File: config.mk
export PLATFORM = sky130hd
export DESIGN_NAME = step_shift_unloader_flat
export DESIGN_NICKNAME = d
export VERILOG_FILES = /design/src/rtl/step_shift_unloader_if.sv /design/src/rtl/step_shift_unloader.sv /design/src/flat_wrapper.sv
export SDC_FILE = /design/constraint.sdc
export NUM_CORES = 1
export LEC_CHECK = 0
export ABC_CLOCK_PERIOD_IN_PS = 4700
export BUFFER_PORTS_ARGS = -buffer_cell sky130_fd_sc_hd__buf_2
export CAP_MARGIN = 15
export CORE_AREA = 3 3 40 42
export CTS_CLUSTER_SIZE = 16
export DETAILED_ROUTE_END_ITERATION = 10
export DIE_AREA = 0 0 43 45
export PLACE_DENSITY_LB_ADDON = 0.2
export SLEW_MARGIN = 5
export SYNTH_ARGS = -nofsm -noshare
export SYNTH_HDL_FRONTEND = slang
export SYNTH_SLANG_ARGS = --single-unit
File: constraint.sdc
create_clock -name clk -period 4.7 [get_ports clk]
set_clock_uncertainty 0.15 [all_clocks]
set_input_delay 0.235 -clock clk [delete_from_list [all_inputs] [get_ports clk]]
set_output_delay 0.235 -clock clk [all_outputs]
set_load 0.005 [all_outputs]
File: src/rtl/step_shift_unloader_if.sv
// step_shift_unloader_if: load-side valid/ready bus feeding a parallel word into the unloader.
interface step_shift_unloader_if #(
   parameter int WIDTH = 8
);
   logic             ld_valid;
   logic             ld_ready;
   logic [WIDTH-1:0] din;

   modport master (output ld_valid, din, input ld_ready);
   modport slave  (input ld_valid, din, output ld_ready);
endinterface

File: src/rtl/step_shift_unloader.sv
// step_shift_unloader: parallel-in, step-gated serial-out unloader.
// Define STEP_UNLOAD_PARITY_EN to append an even-parity bit after the data bits.
module step_shift_unloader #(
   parameter int WIDTH     = 8,
   parameter bit MSB_FIRST = 1'b1
) (
   input  logic                 clk,
   input  logic                 rst_n,
   input  logic                 step_i,
   step_shift_unloader_if.slave ld,
   output logic                 sout_o,
   output logic                 sout_valid_o,
   output logic                 last_o,
   output logic                 busy_o
);
   localparam int             CW       = $clog2(WIDTH);
   localparam logic [CW-1:0]  LAST_CNT = CW'(WIDTH - 1);

`ifdef STEP_UNLOAD_PARITY_EN
   typedef enum logic [1:0] {IDLE, SHIFT, PAR} state_e;
   logic par_q, par_d;
`else
   typedef enum logic {IDLE, SHIFT} state_e;
`endif

   state_e           state_q, state_d;
   logic [WIDTH-1:0] shreg_q, shreg_d;
   logic [CW-1:0]    cnt_q, cnt_d;
   logic [WIDTH-1:0] shifted;
   logic             head;

   // Shift toward whichever end feeds sout, zero-filling the vacated bit.
   assign shifted = MSB_FIRST ? {shreg_q[WIDTH-2:0], 1'b0} : {1'b0, shreg_q[WIDTH-1:1]};
   assign head    = MSB_FIRST ? shreg_q[WIDTH-1] : shreg_q[0];
   assign busy_o  = state_q != IDLE;

   always_ff @(posedge clk or negedge rst_n) begin
      if (!rst_n) begin
         state_q <= IDLE;
         shreg_q <= '0;
         cnt_q   <= '0;
`ifdef STEP_UNLOAD_PARITY_EN
         par_q   <= 1'b0;
`endif
      end else begin
         state_q <= state_d;
         shreg_q <= shreg_d;
         cnt_q   <= cnt_d;
`ifdef STEP_UNLOAD_PARITY_EN
         par_q   <= par_d;
`endif
      end
   end

   always_comb begin
      state_d      = state_q;
      shreg_d      = shreg_q;
      cnt_d        = cnt_q;
`ifdef STEP_UNLOAD_PARITY_EN
      par_d        = par_q;
`endif
      sout_o       = 1'b0;
      sout_valid_o = 1'b0;
      last_o       = 1'b0;
      ld.ld_ready  = 1'b0;
      case (state_q)
         IDLE: begin
            ld.ld_ready = 1'b1;
            if (ld.ld_valid) begin
               shreg_d = ld.din;
               cnt_d   = '0;
`ifdef STEP_UNLOAD_PARITY_EN
               par_d   = ^ld.din;
`endif
               state_d = SHIFT;
            end
         end
         SHIFT: begin
            sout_o       = head;
            sout_valid_o = 1'b1;
`ifndef STEP_UNLOAD_PARITY_EN
            last_o       = cnt_q == LAST_CNT;
`endif
            if (step_i) begin
               shreg_d = shifted;
               // Counter never passes WIDTH-1: the final step clears it instead.
               cnt_d   = (cnt_q == LAST_CNT) ? '0 : cnt_q + CW'(1);
`ifdef STEP_UNLOAD_PARITY_EN
               if (cnt_q == LAST_CNT) state_d = PAR;
`else
               if (cnt_q == LAST_CNT) state_d = IDLE;
`endif
            end
         end
`ifdef STEP_UNLOAD_PARITY_EN
         PAR: begin
            sout_o       = par_q;
            sout_valid_o = 1'b1;
            last_o       = 1'b1;
            if (step_i) state_d = IDLE;
         end
`endif
         default: state_d = IDLE;
      endcase
   end
endmodule

File: src/flat_wrapper.sv
// flat-port wrapper written by rule: the top's interface ports become plain ports
module step_shift_unloader_flat 
#(
   parameter int WIDTH     = 8,
   parameter bit MSB_FIRST = 1'b1
)
  (clk, rst_n, step_i, sout_o, sout_valid_o, last_o, busy_o, ld_ld_valid, ld_din, ld_ld_ready);
  step_shift_unloader_if #(.WIDTH(WIDTH)) ld_i ();
  input  logic clk;
  input  logic rst_n;
  input  logic step_i;
  output logic sout_o;
  output logic sout_valid_o;
  output logic last_o;
  output logic busy_o;
  input wire logic [$bits(ld_i.ld_valid)-1:0] ld_ld_valid;
  input wire logic [$bits(ld_i.din)-1:0] ld_din;
  output wire logic [$bits(ld_i.ld_ready)-1:0] ld_ld_ready;
  assign ld_i.ld_valid = ld_ld_valid;
  assign ld_i.din = ld_din;
  assign ld_ld_ready = ld_i.ld_ready;
  step_shift_unloader #(.WIDTH(WIDTH), .MSB_FIRST(MSB_FIRST)) u_core (.clk(clk), .rst_n(rst_n), .step_i(step_i), .ld(ld_i), .sout_o(sout_o), .sout_valid_o(sout_valid_o), .last_o(last_o), .busy_o(busy_o));
endmodule
## After elaboration in Yosys (flattened, before gate mapping)

Cells that the tools add are included.

| word-level totals | value |
|---|---|
| register bits after elaboration | 12 |
| latch bits | 0 |
| bits in writable memories | 0 |
| bits in read-only memories | 0 |
| bits of input ports | 12 |
| output and inout bits | 5 |
| logic and storage cells | 24 |
| memories | 0 |

| cells by class | value |
|---|---|
| add/subtract/negate cells | 1 |
| $mul | 0 |
| div/mod/pow operators | 0 |
| magnitude comparators | 0 |
| eq/ne operators | 3 |
| shift operators | 0 |
| mux-type cells | 15 |
| bitwise logic cells | 1 |
| reduce and logical (&&, ||, !) cells | 1 |

Operator list:

| cell | count |
|---|---|
| $mux 8 | 2 |
| $pmux 8 s2 | 1 |
| $mux 3 | 3 |
| $mux 1 | 7 |
| $pmux 3 s2 | 1 |
| $ne 2x2->1 const B | 2 |
| $add 3x1->3 const B | 1 |
| $eq 3x3->1 const B | 1 |
| $pmux 1 s2 | 1 |
| $reduce_and 2->1 | 1 |
| $not 1->1 | 1 |

## Logic depth before layout (Yosys ltp)

Gate-level depths: netlist of the first run.

| depth | value |
|---|---|
| word-level depth | 4 |
| mapped depth | 4 |
| gate-level depth less buffers | 4 |

## Worst setup path before layout of the first run

Ideal clock, no wire load.

| timing | value |
|---|---|
| path kind | register to register |
| start point | reg u_core.cnt_q[0] |
| end point | reg u_core.cnt_q[0] |
| setup time | 66 ps |
| arrival | 1287 ps |
| required time | 4484 ps |
| slack | 3197 ps |
| cell stages (with the launch flop) | 5 |
| clock period less this slack | 1503 ps |
| cell sequence | dfrtp_1 > ha_1 > ha_1 > or4b_1 > nand2_1 |

| between the ends | value |
|---|---|
| cells in the longest elaborated chain, start to end | 4 |
| elaborated cells on any way between the ends | 5 |
| those cells by class | 1 x add/sub; 1 x eq/ne; 3 x mux |

RTL lines:

| what | RTL line | source |
|---|---|---|
| start: declaration | step_shift_unloader.sv:28 | `logic [CW-1:0] cnt_q, cnt_d;` |
| start signal: assignment | step_shift_unloader.sv:48 | `cnt_q <= cnt_d;` |
| $add 3x1->3 or $eq 3x3->1 (tied branches) | step_shift_unloader.sv:87 | `cnt_d = (cnt_q == LAST_CNT) ? '0 : cnt_q + CW'(1);` |
| $mux 3 * | step_shift_unloader.sv:87 |  |
| $mux 3 * | step_shift_unloader.sv:84 | `if (step_i) begin` |
| $pmux 3 s2 * | step_shift_unloader.sv:66 | `case (state_q)` |

Every way passes the cells marked *; elsewhere a longest branch is shown, timed or not. The select of a mux whose other input is x is not followed.
A chain may end at the register's enable or synchronous reset.

## Worst setup path after layout of the first run

| timing | value |
|---|---|
| start point | reg u_core.state_q, in the netlist u_core.busy_o |
| end point | out last_o |

| between the ends | value |
|---|---|
| cells in the longest elaborated chain, start to end | 1 |

RTL lines:

| what | RTL line | source |
|---|---|---|
| start: declaration | step_shift_unloader.sv:26 | `state_e state_q, state_d;` |
| start signal: assignment | step_shift_unloader.sv:46 | `state_q <= state_d;` |
| $mux 1 | step_shift_unloader.sv:66 |  |
| end: declaration | flat_wrapper.sv:14 | `output logic last_o;` |

Every way passes these cells.

==> qor.txt, run 1 <==
status - finished, final reports clean
Via Count - 505
Max clock buf depth - 2
most common cell after layout, fill and taps aside - buf_2
Avg Cell Area, Syn - 10.1 sq um
# placed instances - 91
final setup fails - 0
DRT met1 WL - 584 microns
CTS tree - yes
area of the die - 0.00194 sq mm
Crit Path Max Fanout - 23
MaxCap Viol Count - 0
DP HPWL - 867 microns
Post-CTS Setup Bufs - 0
met2 wire len - 611 microns
PortBufs - 16
most frequent cells in the layout - 16 x buf_2, 12 x dfrtp_1, 8 x mux2i_1
synthesis-stage register bit count - 12
DR iter-0 viols - 7
H-tree Lvls - 1
grt ovf - 0
Placer Congestion - 0.668
Fin. Hold Viols - 0
Clock Latency Late Sink - 0.27 ns
post-synthesis cell count - 65
core area - 0.00128 sq mm
post-route setup TNS - 0 ns
Layout area overhead - 17.1%
max-slew violations - 0
Ys Warns - 0
die width - 43 microns
layout cell share with drive strength beyond 1 - 0.259
CP required - 4.32 ns
root buffer cell - clkbuf_4
Worst Setup End Kind - output pin
DRC - 0
Layout Utilization - 0.599
non-filler cells in the finished layout - 96
pin count of the biggest net entering global routing - 24
initial antenna violation count - 0
initial core utilization - 0.511
DIE HEIGHT - 45 microns
worst-margin pin slew - 0.643 ns
Period minus WS final - 1.77 ns
IO Pins - 17
Lkg Pwr - 0.000382 uW
Mapped Nets - 79
Cell Pwr Density - 500 mW/mm^2
CP arrival - 1.38 ns
Pre-Repair DR Iteration Count - 2
Slew HR - 0.572
post-DR vias/cell - 5.26
total CTS buffers - 3
RSZ-0062 raised after global routing - no
class of the worst hold path - primary input to flip-flop
Post-layout nets - 96
Antenna diodes - 0
register clock-pin slew on the reported worst setup and hold paths - 0.08 ns
clock sink total - 12
wire length per cell - 13.2 microns
Antenna Violating Nets Remaining - 0
GRT Total Usage - 0.165
Final period util - 0.376
Rows - 13
CP Class - flip-flop to output pin
Detailed Route WL - 1.27 mm
CP startpoint kind - flip-flop
register area share after synthesis - 0.457
first-pass GRT wire length - 2.32 mm
Post-Syn Area - 657 sq um
VDD IR max - 209 uV
Fmax - 565 MHz
vias in the first global route - 510
WL met3 - 58 microns
Yosys cell types - 17
uppermost layer routed - met4
-- stage by stage --
| stage | setup WS [ns] | cell area, sq um | power [uW] | hold WS [ns] |
|---|---|---|---|---|
| 6_report | 2.93 | 769 | 385 | 0.0818 |
| 3_5_place_dp | 3.04 | 723 | 303 | -0.0226 |
| 2_1_floorplan | 3.20 | 657 | 266 | -0.211 |
| 4_1_cts | 2.93 | 769 | 388 | 0.0735 |
| 3_3_place_gp | 3.07 | 723 | 296 | -0.0215 |
| 5_1_grt | 2.85 | 769 | 420 | 0.117 |
-- Yosys cell counts --
library cell	count	area (sq um)
o21ai_0	4	20.0
nand3_1	3	15.0
inv_2	1	3.75
nor2b_1	7	43.8
nor2_1	1	3.75
buf_2	2	10.0
dfrtp_1	12	300
and2_1	2	12.5
mux2i_1	8	80.1
a21oi_1	7	35.0
or4b_1	1	10.0
buf_4	3	22.5
a211oi_1	6	45.0
ha_1	2	25.0
o22ai_1	1	6.26
nand4b_1	1	8.76
nand2_1	4	15.0
-- layout make-up --
class / count / area, sq um
Timing Repair Buffer: 17 / 90.1
Multi-Input combinational cell: 47 / 320
Sequential cell: 12 / 300
Inverter: 1 / 3.75
Tap cell: 15 / 18.8
Fill cell: 114 / 515
Clock buffer: 4 / 36.3
-- critical path, stage by stage (launching register included) --
cell and delay (ns):
dfrtp_1 0.76, and2_1 0.24, buf_2 0.11
-- worst paths after layout --
kind | to | start | depth (start not counted) | slack (ns)
min in group asynchronous | u_core.busy_o | rst_n | 2 | 0.22
worst min register to register | u_core.cnt_q[1] | u_core.cnt_q[1] | 2 | 0.38
max in group asynchronous | u_core.shreg_q[4] | rst_n | 2 | 3.95
worst max-delay path | last_o | u_core.busy_o | 2 | 2.93
worst max register to register | u_core.cnt_q[0] | u_core.busy_o | 3 | 3.00
worst min-delay path | u_core.shreg_q[3] | ld_din[3] | 3 | 0.08
-- where the power goes --
part | switching, uW | total (uW) | leakage, uW | internal (uW)
Combinational | 56.5 | 122 | 0.000210 | 66.0
Clock | 34.6 | 81.6 | 0.0000210 | 47.0
Sequential | 35.8 | 181 | 0.000150 | 145
-- cell families after synthesis --
| kind of cell | count (synthesis) | synth area share |
|---|---|---|
| AND/OR/NAND/NOR | 19 | 0.166 |
| adder cells (fa/ha/maj) | 2 | 0.0381 |
| AO/OA/AOI/OAI | 18 | 0.162 |
| flip-flops | 12 | 0.457 |
| multiplexers | 8 | 0.122 |
| buffers and inverters | 6 | 0.0552 |
-- flip-flops by register name (all words and copies together), names as in the netlist --
register	count
u_core.cnt_q	3
u_core.busy_o	1
u_core.shreg_q	8
-- routing by layer --
metal,track usage,vias to the layer above
met3,0.0279,2
met1,0.210,227
met5,0,-
met2,0.260,9
li1,-,267
met4,0.108,0
-- timing repair --
| action | in CTS | in global routing |
|---|---|---|
| endpoints found under the setup margin | 0 | 0 |
| endpoints found under the hold margin | 12 | 0 |
| gates resized for setup | 0 | 0 |
| hold buffers | 1 | 0 |
(Power assumes the default switching activity.)
==> run 2: changes to the inputs <==
ABC_CLOCK_PERIOD_IN_PS = 1650   (was 4700)
CORE_AREA = not set   (was 3 3 40 42)
CORE_MARGIN = 3   (was not set)
CORE_UTILIZATION = 49   (was not set)
DIE_AREA = not set   (was 0 0 43 45)
clock period = 1.65 ns   (was 4.7 ns; I/O delays follow)
==> run 2 against run 1 <==
Compared with the run above: via count increased by 9.7%; cell area increased by 12%; global-route usage rose by 1.1 points; wire length rose by 9.6%; clock-buffer cell count unchanged; clock power rose to 2.8 times the previous value; power grew to 2.9 times the previous value; cell count rose by 8.3%.
==> qor.txt, run 2 (synthesized netlist as in run 1, its figures left out) <==
status - finished, final reports clean
DRC - 0 (unchanged)
CP Class - flip-flop to output pin
Lkg Pwr - 0.000417 uW (+9.4%)
reg2reg end - u_core.cnt_q[0]
crit-path cells - ha_2, ha_1, and2_1, buf_2
Fin. Hold Viols - 0 (unchanged)
CP required - 1.42 ns (-2.90 ns)
core area - 0.00119 sq mm (-7.7%)
Worst Setup End Kind - output pin
Placer Congestion - 0.667 (-0.21%)
final setup fails - 0 (unchanged)
r2r startpoint - u_core.cnt_q[0]
total power - 1110 uW (+190%)
Biggest register - u_core.shreg_q
pin count of the biggest net entering global routing - 16 (-33%)
Buf/Inv on CP - 1 (unchanged)
Pre-Repair DR Iteration Count - 4 (+2)
initial antenna violation count - 0 (unchanged)
clock sink total - 12 (unchanged)
Post-CTS Setup Bufs - 0 (unchanged)
most frequent cells in the layout - 16 x buf_2, 12 x dfrtp_1, 9 x dlygate4sd3_1
IO Pins - 17 (unchanged)
Layout area overhead - 30.7%
CP startpoint kind - flip-flop
first-pass GRT wire length - 2.37 mm (+2.1%)
Crit Path Max Fanout - 3 (-87%)
RSZ-0062 raised after global routing - no
area of the die - 0.00182 sq mm (-6.1%)
DR iter-0 viols - 12 (+5)
Layout Utilization - 0.724 (+0.125)
initial core utilization - 0.554 (+0.0426)
slowest cell on the critical path - dfrtp_1
Detailed Route WL - 1.39 mm (+9.6%)
Antenna Violating Nets Remaining - 0 (unchanged)
root buffer cell - clkbuf_4
Antenna diodes - 0 (unchanged)
DP HPWL - 910 microns (+5.0%)
CTS tree - yes
Final period util - 0.964
grt ovf - 0 (unchanged)
register clock-pin slew on the reported worst setup and hold paths - 0.08 ns (about the same)
R2R depth - 4 (+1)
max-slew violations - 0 (unchanged)
# fillers - 100 (-12%)
non-filler cells in the finished layout - 104 (+8.3%)
worst-margin pin slew - 0.321 ns (-0.322 ns)
max FFs per register - 8 (unchanged)
Crit path max-delay family - flip-flops
post-route setup TNS - 0 ns (unchanged)
Clock Latency Late Sink - 0.27 ns (about the same)
VDD IR max - 728 uV (+250%)
flop2flop setup slack - 0.08 ns (-2.92 ns)
DIE HEIGHT - 42.6 microns (-5.3%)
die width - 42.6 microns (-0.90%)
Rows - 12 (-1)
post-DR vias/cell - 5.33 (+1.3%)
Fmax - 629 MHz
Post-layout nets - 105 (+9.4%)
H-tree Lvls - 1 (unchanged)
highest cell delay on the worst timing path - 0.40 ns (-0.36 ns)
most common cell after layout, fill and taps aside - buf_2
CP arrival - 1.36 ns (-0.02 ns)
Max clock buf depth - 2 (unchanged)
Period minus WS final - 1.59 ns
# placed instances - 91 (unchanged)
wire length per cell - 13.4 microns (+1.2%)
layout cell share with drive strength beyond 1 - 0.256 (-0.00370)
Slew HR - 0.786 (+0.214)
PortBufs - 16 (unchanged)
Via Count - 554 (+9.7%)
vias in the first global route - 554 (+8.6%)
MaxCap Viol Count - 0 (unchanged)
Cell Pwr Density - 1300 mW/mm^2 (+160%)
GRT Total Usage - 0.176 (+0.0114)
class of the worst hold path - primary input to asynchronous set/reset pin
total CTS buffers - 3 (unchanged)
## run 2: changes by cell type in the layout (fill, tap and decap cells not counted), sizes merged
cell,change
dlygate4sd3,+8
buf,+1
## run 2: through the flow
stage / hold slack [ns] / cell area [sq um] / setup slack [ns]
floorplan: -0.363 / 657 / 0.147
global placement: -0.176 / 729 / 0.119
detailed placement: -0.174 / 729 / 0.0766
CTS: 0.0587 / 856 / 0.0379
global route: 0.0529 / 858 / 0.00863
finish: 0.0621 / 858 / 0.0593
## run 2: final cells by class
cell class,instances,area (sq um),area share
flip-flops and latches,12,300,0.350
multi-input cells,47,323,0.376
clock buffers,4,36.3,0.0423
inverters,1,3.75,0.00437
well taps,14,17.5,0.0204
repair buffers,26,178,0.207
## run 2: per-layer routing
layer | part of all wire | up-vias | global-route usage
li1 | - | 283 | -
met1 | 0.44 | 253 | 0.205
met2 | 0.49 | 14 | 0.274
met3 | 0.059 | 4 | 0.0944
met4 | 0.012 | 0 | 0.0621
met5 | 0 | - | 0
## run 2: worst reg2reg max path, stage by stage (launching register included)
cell	delay, ns
dfrtp_1	0.40
ha_2	0.19
ha_1	0.20
or4b_1	0.50
nand2_1	0.08
## run 2: worst max-delay path by stage
| stage | startpoint | to | slack, ns | cells past startpoint |
|---|---|---|---|---|
| after floorplan | u_core.cnt_q[0] | u_core.cnt_q[0] | 0.15 | 4 |
| after global placement | u_core.cnt_q[0] | u_core.cnt_q[0] | 0.12 | 4 |
| after detailed placement | u_core.cnt_q[0] | u_core.cnt_q[0] | 0.08 | 4 |
| after CTS | u_core.cnt_q[0] | last_o | 0.04 | 4 |
| after global routing | u_core.cnt_q[0] | last_o | 0.009 | 4 |
| final | u_core.cnt_q[0] | last_o | 0.06 | 4 |
## run 2: repair_timing
item | in CTS | in global routing
hold buffers | 9 | 0
setup endpoints to repair | 0 | 1
gates resized for setup | 0 | 1
endpoints found under the hold margin | 20 | 0
## run 2: where the power goes
group	internal, uW	switching [uW]
logic	208	173
registers	413	90.0
clock network	134	95.6
total	755	358
==> run 3: changes to the inputs <==
CTS_BUF_LIST = sky130_fd_sc_hd__clkbuf_8 sky130_fd_sc_hd__clkbuf_16   (was not set)
==> run 3 against run 2 <==
Compared with the run above: the run now ends with hold timing left; cell area down 0.44%; flip-flop and latch count unchanged; clock-buffer cell count unchanged; non-clock buffer count down 2; sequential share of layout area up 0.15 points; worst setup slack better by 0.0020 ns; clock power up 38%; critical endpoint is now u_core.cnt_q[0]; largest cell class unchanged; largest power group unchanged.
==> qor.txt, run 3 (synthesized netlist as in run 1, its figures left out) <==
status - complete, but fails checks
violated checks - hold timing
Hold Startpoint - ld_din[4]
grt ovf - 0 (unchanged)
R2R depth - 4 (unchanged)
Post-layout nets - 103 (-1.9%)
total CTS buffers - 3 (unchanged)
CTS tree - yes
CP arrival - 1.62 ns (+0.26 ns)
worst-margin pin slew - 0.312 ns (-0.00954 ns)
H-tree Lvls - 1 (unchanged)
Max clock buf depth - 2 (unchanged)
slowest cell on the critical path - or4b_1
DP HPWL - 910 microns (unchanged)
Clock Latency Late Sink - 0.24 ns (-0.03 ns)
Buf/Inv on CP - 0 (-1)
final setup fails - 0 (unchanged)
hold depth - 3
CP startpoint kind - flip-flop
multi-input logic area - 320 sq um (-0.78%)
Biggest register - u_core.shreg_q
FF/Latch Area - 300 sq um (unchanged)
post-route setup TNS - 0 ns (unchanged)
area of the die - 0.00182 sq mm (unchanged)
Layout area overhead - 30.1%
most frequent cells in the layout - 16 x buf_2, 12 x dfrtp_1, 8 x mux2i_1
Crit Path Max Fanout - 3 (unchanged)
Via Count - 538 (-2.9%)
root buffer cell - clkbuf_8
Rows - 12 (unchanged)
register clock-pin slew on the reported worst setup and hold paths - 0.06 ns (-0.02 ns)
pin count of the biggest net entering global routing - 16 (unchanged)
GRT Total Usage - 0.180 (+0.00371)
vias in the first global route - 527 (-4.9%)
combinational share of power - 0.315 (-0.027)
Layout Utilization - 0.720 (-0.00316)
Slew HR - 0.792 (+0.00636)
Cell Pwr Density - 1400 mW/mm^2 (+7.7%)
Period minus WS final - 1.59 ns (-0.00201 ns)
non-filler cells in the finished layout - 102 (-1.9%)
layout cell share with drive strength beyond 1 - 0.250 (-0.00556)
cell-internal power - 827 uW (+9.5%)
first-pass GRT wire length - 2.37 mm (+0.30%)
Detailed Route WL - 1.40 mm (+0.50%)
IO Pins - 17 (unchanged)
initial core utilization - 0.554 (unchanged)
max FFs per register - 8 (unchanged)
RSZ-0062 raised after global routing - no
CP dominant cell by count - ha_1
Fmax - 629 MHz (+0.13%)
r2r startpoint - u_core.cnt_q[0]
MaxCap Viol Count - 0 (unchanged)
sw frac - 0.307 (-0.0149)
CP required - 1.68 ns (+0.26 ns)
Crit path max-delay family - simple AND/OR/NAND/NOR gates
Placer Congestion - 0.667 (unchanged)
CP Class - flip-flop to flip-flop
Hold Path End - u_core.shreg_q[4]
Reg power frac - 0.419 (-0.033)
wire length per cell - 13.7 microns (+2.5%)
most common cell after layout, fill and taps aside - buf_2
class of the worst hold path - primary input to flip-flop
Final period util - 0.963 (-0.00122)
Pre-Repair DR Iteration Count - 4 (unchanged)
DIE HEIGHT - 42.6 microns (unchanged)
crit-path cells - ha_1, ha_1, or4b_1, nand2_1
Worst Setup End Kind - flip-flop
Fin. Hold Viols - 1 (+1)
# fillers - 100 (unchanged)
highest cell delay on the worst timing path - 0.50 ns (+0.10 ns)
total power - 1190 uW (+7.2%)
reg2reg end - u_core.cnt_q[0]
clock sink total - 12 (unchanged)
PortBufs - 16 (unchanged)
hold_ws - -0.0137 ns (-0.0759 ns)
Lkg Pwr - 0.000419 uW (+0.31%)
Antenna Violating Nets Remaining - 0 (unchanged)
core area - 0.00119 sq mm (unchanged)
flop2flop setup slack - 0.06 ns (-0.02 ns)
DRC - 0 (unchanged)
post-cts sizing count - 0 (unchanged)
DR iter-0 viols - 12 (unchanged)
post-DR vias/cell - 5.27 (-0.98%)
# placed instances - 91 (unchanged)
initial antenna violation count - 0 (unchanged)
max-slew violations - 0 (unchanged)
NetSw - 366 uW (+2.2%)
die width - 42.6 microns (unchanged)
Clock power frac - 0.266 (+0.060)
VDD IR max - 912 uV (+25%)
Antenna diodes - 0 (unchanged)
[run 3: through the flow]
| step | setup slack, ns | area, sq um |
|---|---|---|
| 6_report | 0.0614 | 855 |
| 3_5_place_dp | 0.0766 | 729 |
| 4_1_cts | 0.0671 | 855 |
| 5_1_grt | 0.0260 | 855 |
| 2_1_floorplan | 0.147 | 657 |
| 3_3_place_gp | 0.119 | 729 |
[run 3: power by group through the flow]
stage	combinational [uW]	clock, uW	sequential (uW)
finish	376	318	500
CTS	377	327	499
global placement	352	0	501
global route	433	344	516
floorplan	281	0	476
detailed placement	364	0	504
[run 3: worst min-delay path: stages]
cell and delay [ns]:
buf_2 0.08, a211oi_1 0.06, a21oi_1 0.12
[run 3: layout make-up]
class                           instances  share of cell area
Inverter                                1             0.00439
Multi-Input combinational cell         47               0.375
Tap cell                               14              0.0205
Timing Repair Buffer                   24               0.184
Clock buffer                            4              0.0644
Sequential cell                        12               0.351
[run 3: metal layers]
metal / GRT usage / up-vias / wire length [microns]
met3: 0.0815 / 0 / 77
li1: - / 280 / -
met4: 0.0559 / 0 / 0
met5: 0 / - / 0
met2: 0.280 / 16 / 710
met1: 0.222 / 242 / 612
[run 3: repair_timing]
action                                 CTS  global route
setup buffers                            0             0
endpoints found under the hold margin   18             0
hold buffers                             7             0
[run 3: worst max-delay path by stage]
stage / start / endpoint / slack (ns) / cells past startpoint
5_1_grt: u_core.cnt_q[0] / u_core.cnt_q[0] / 0.03 / 4
2_1_floorplan: u_core.cnt_q[0] / u_core.cnt_q[0] / 0.15 / 4
6_report: u_core.cnt_q[0] / u_core.cnt_q[0] / 0.06 / 4
3_5_place_dp: u_core.cnt_q[0] / u_core.cnt_q[0] / 0.08 / 4
4_1_cts: u_core.cnt_q[0] / u_core.cnt_q[0] / 0.07 / 4
3_3_place_gp: u_core.cnt_q[0] / u_core.cnt_q[0] / 0.12 / 4
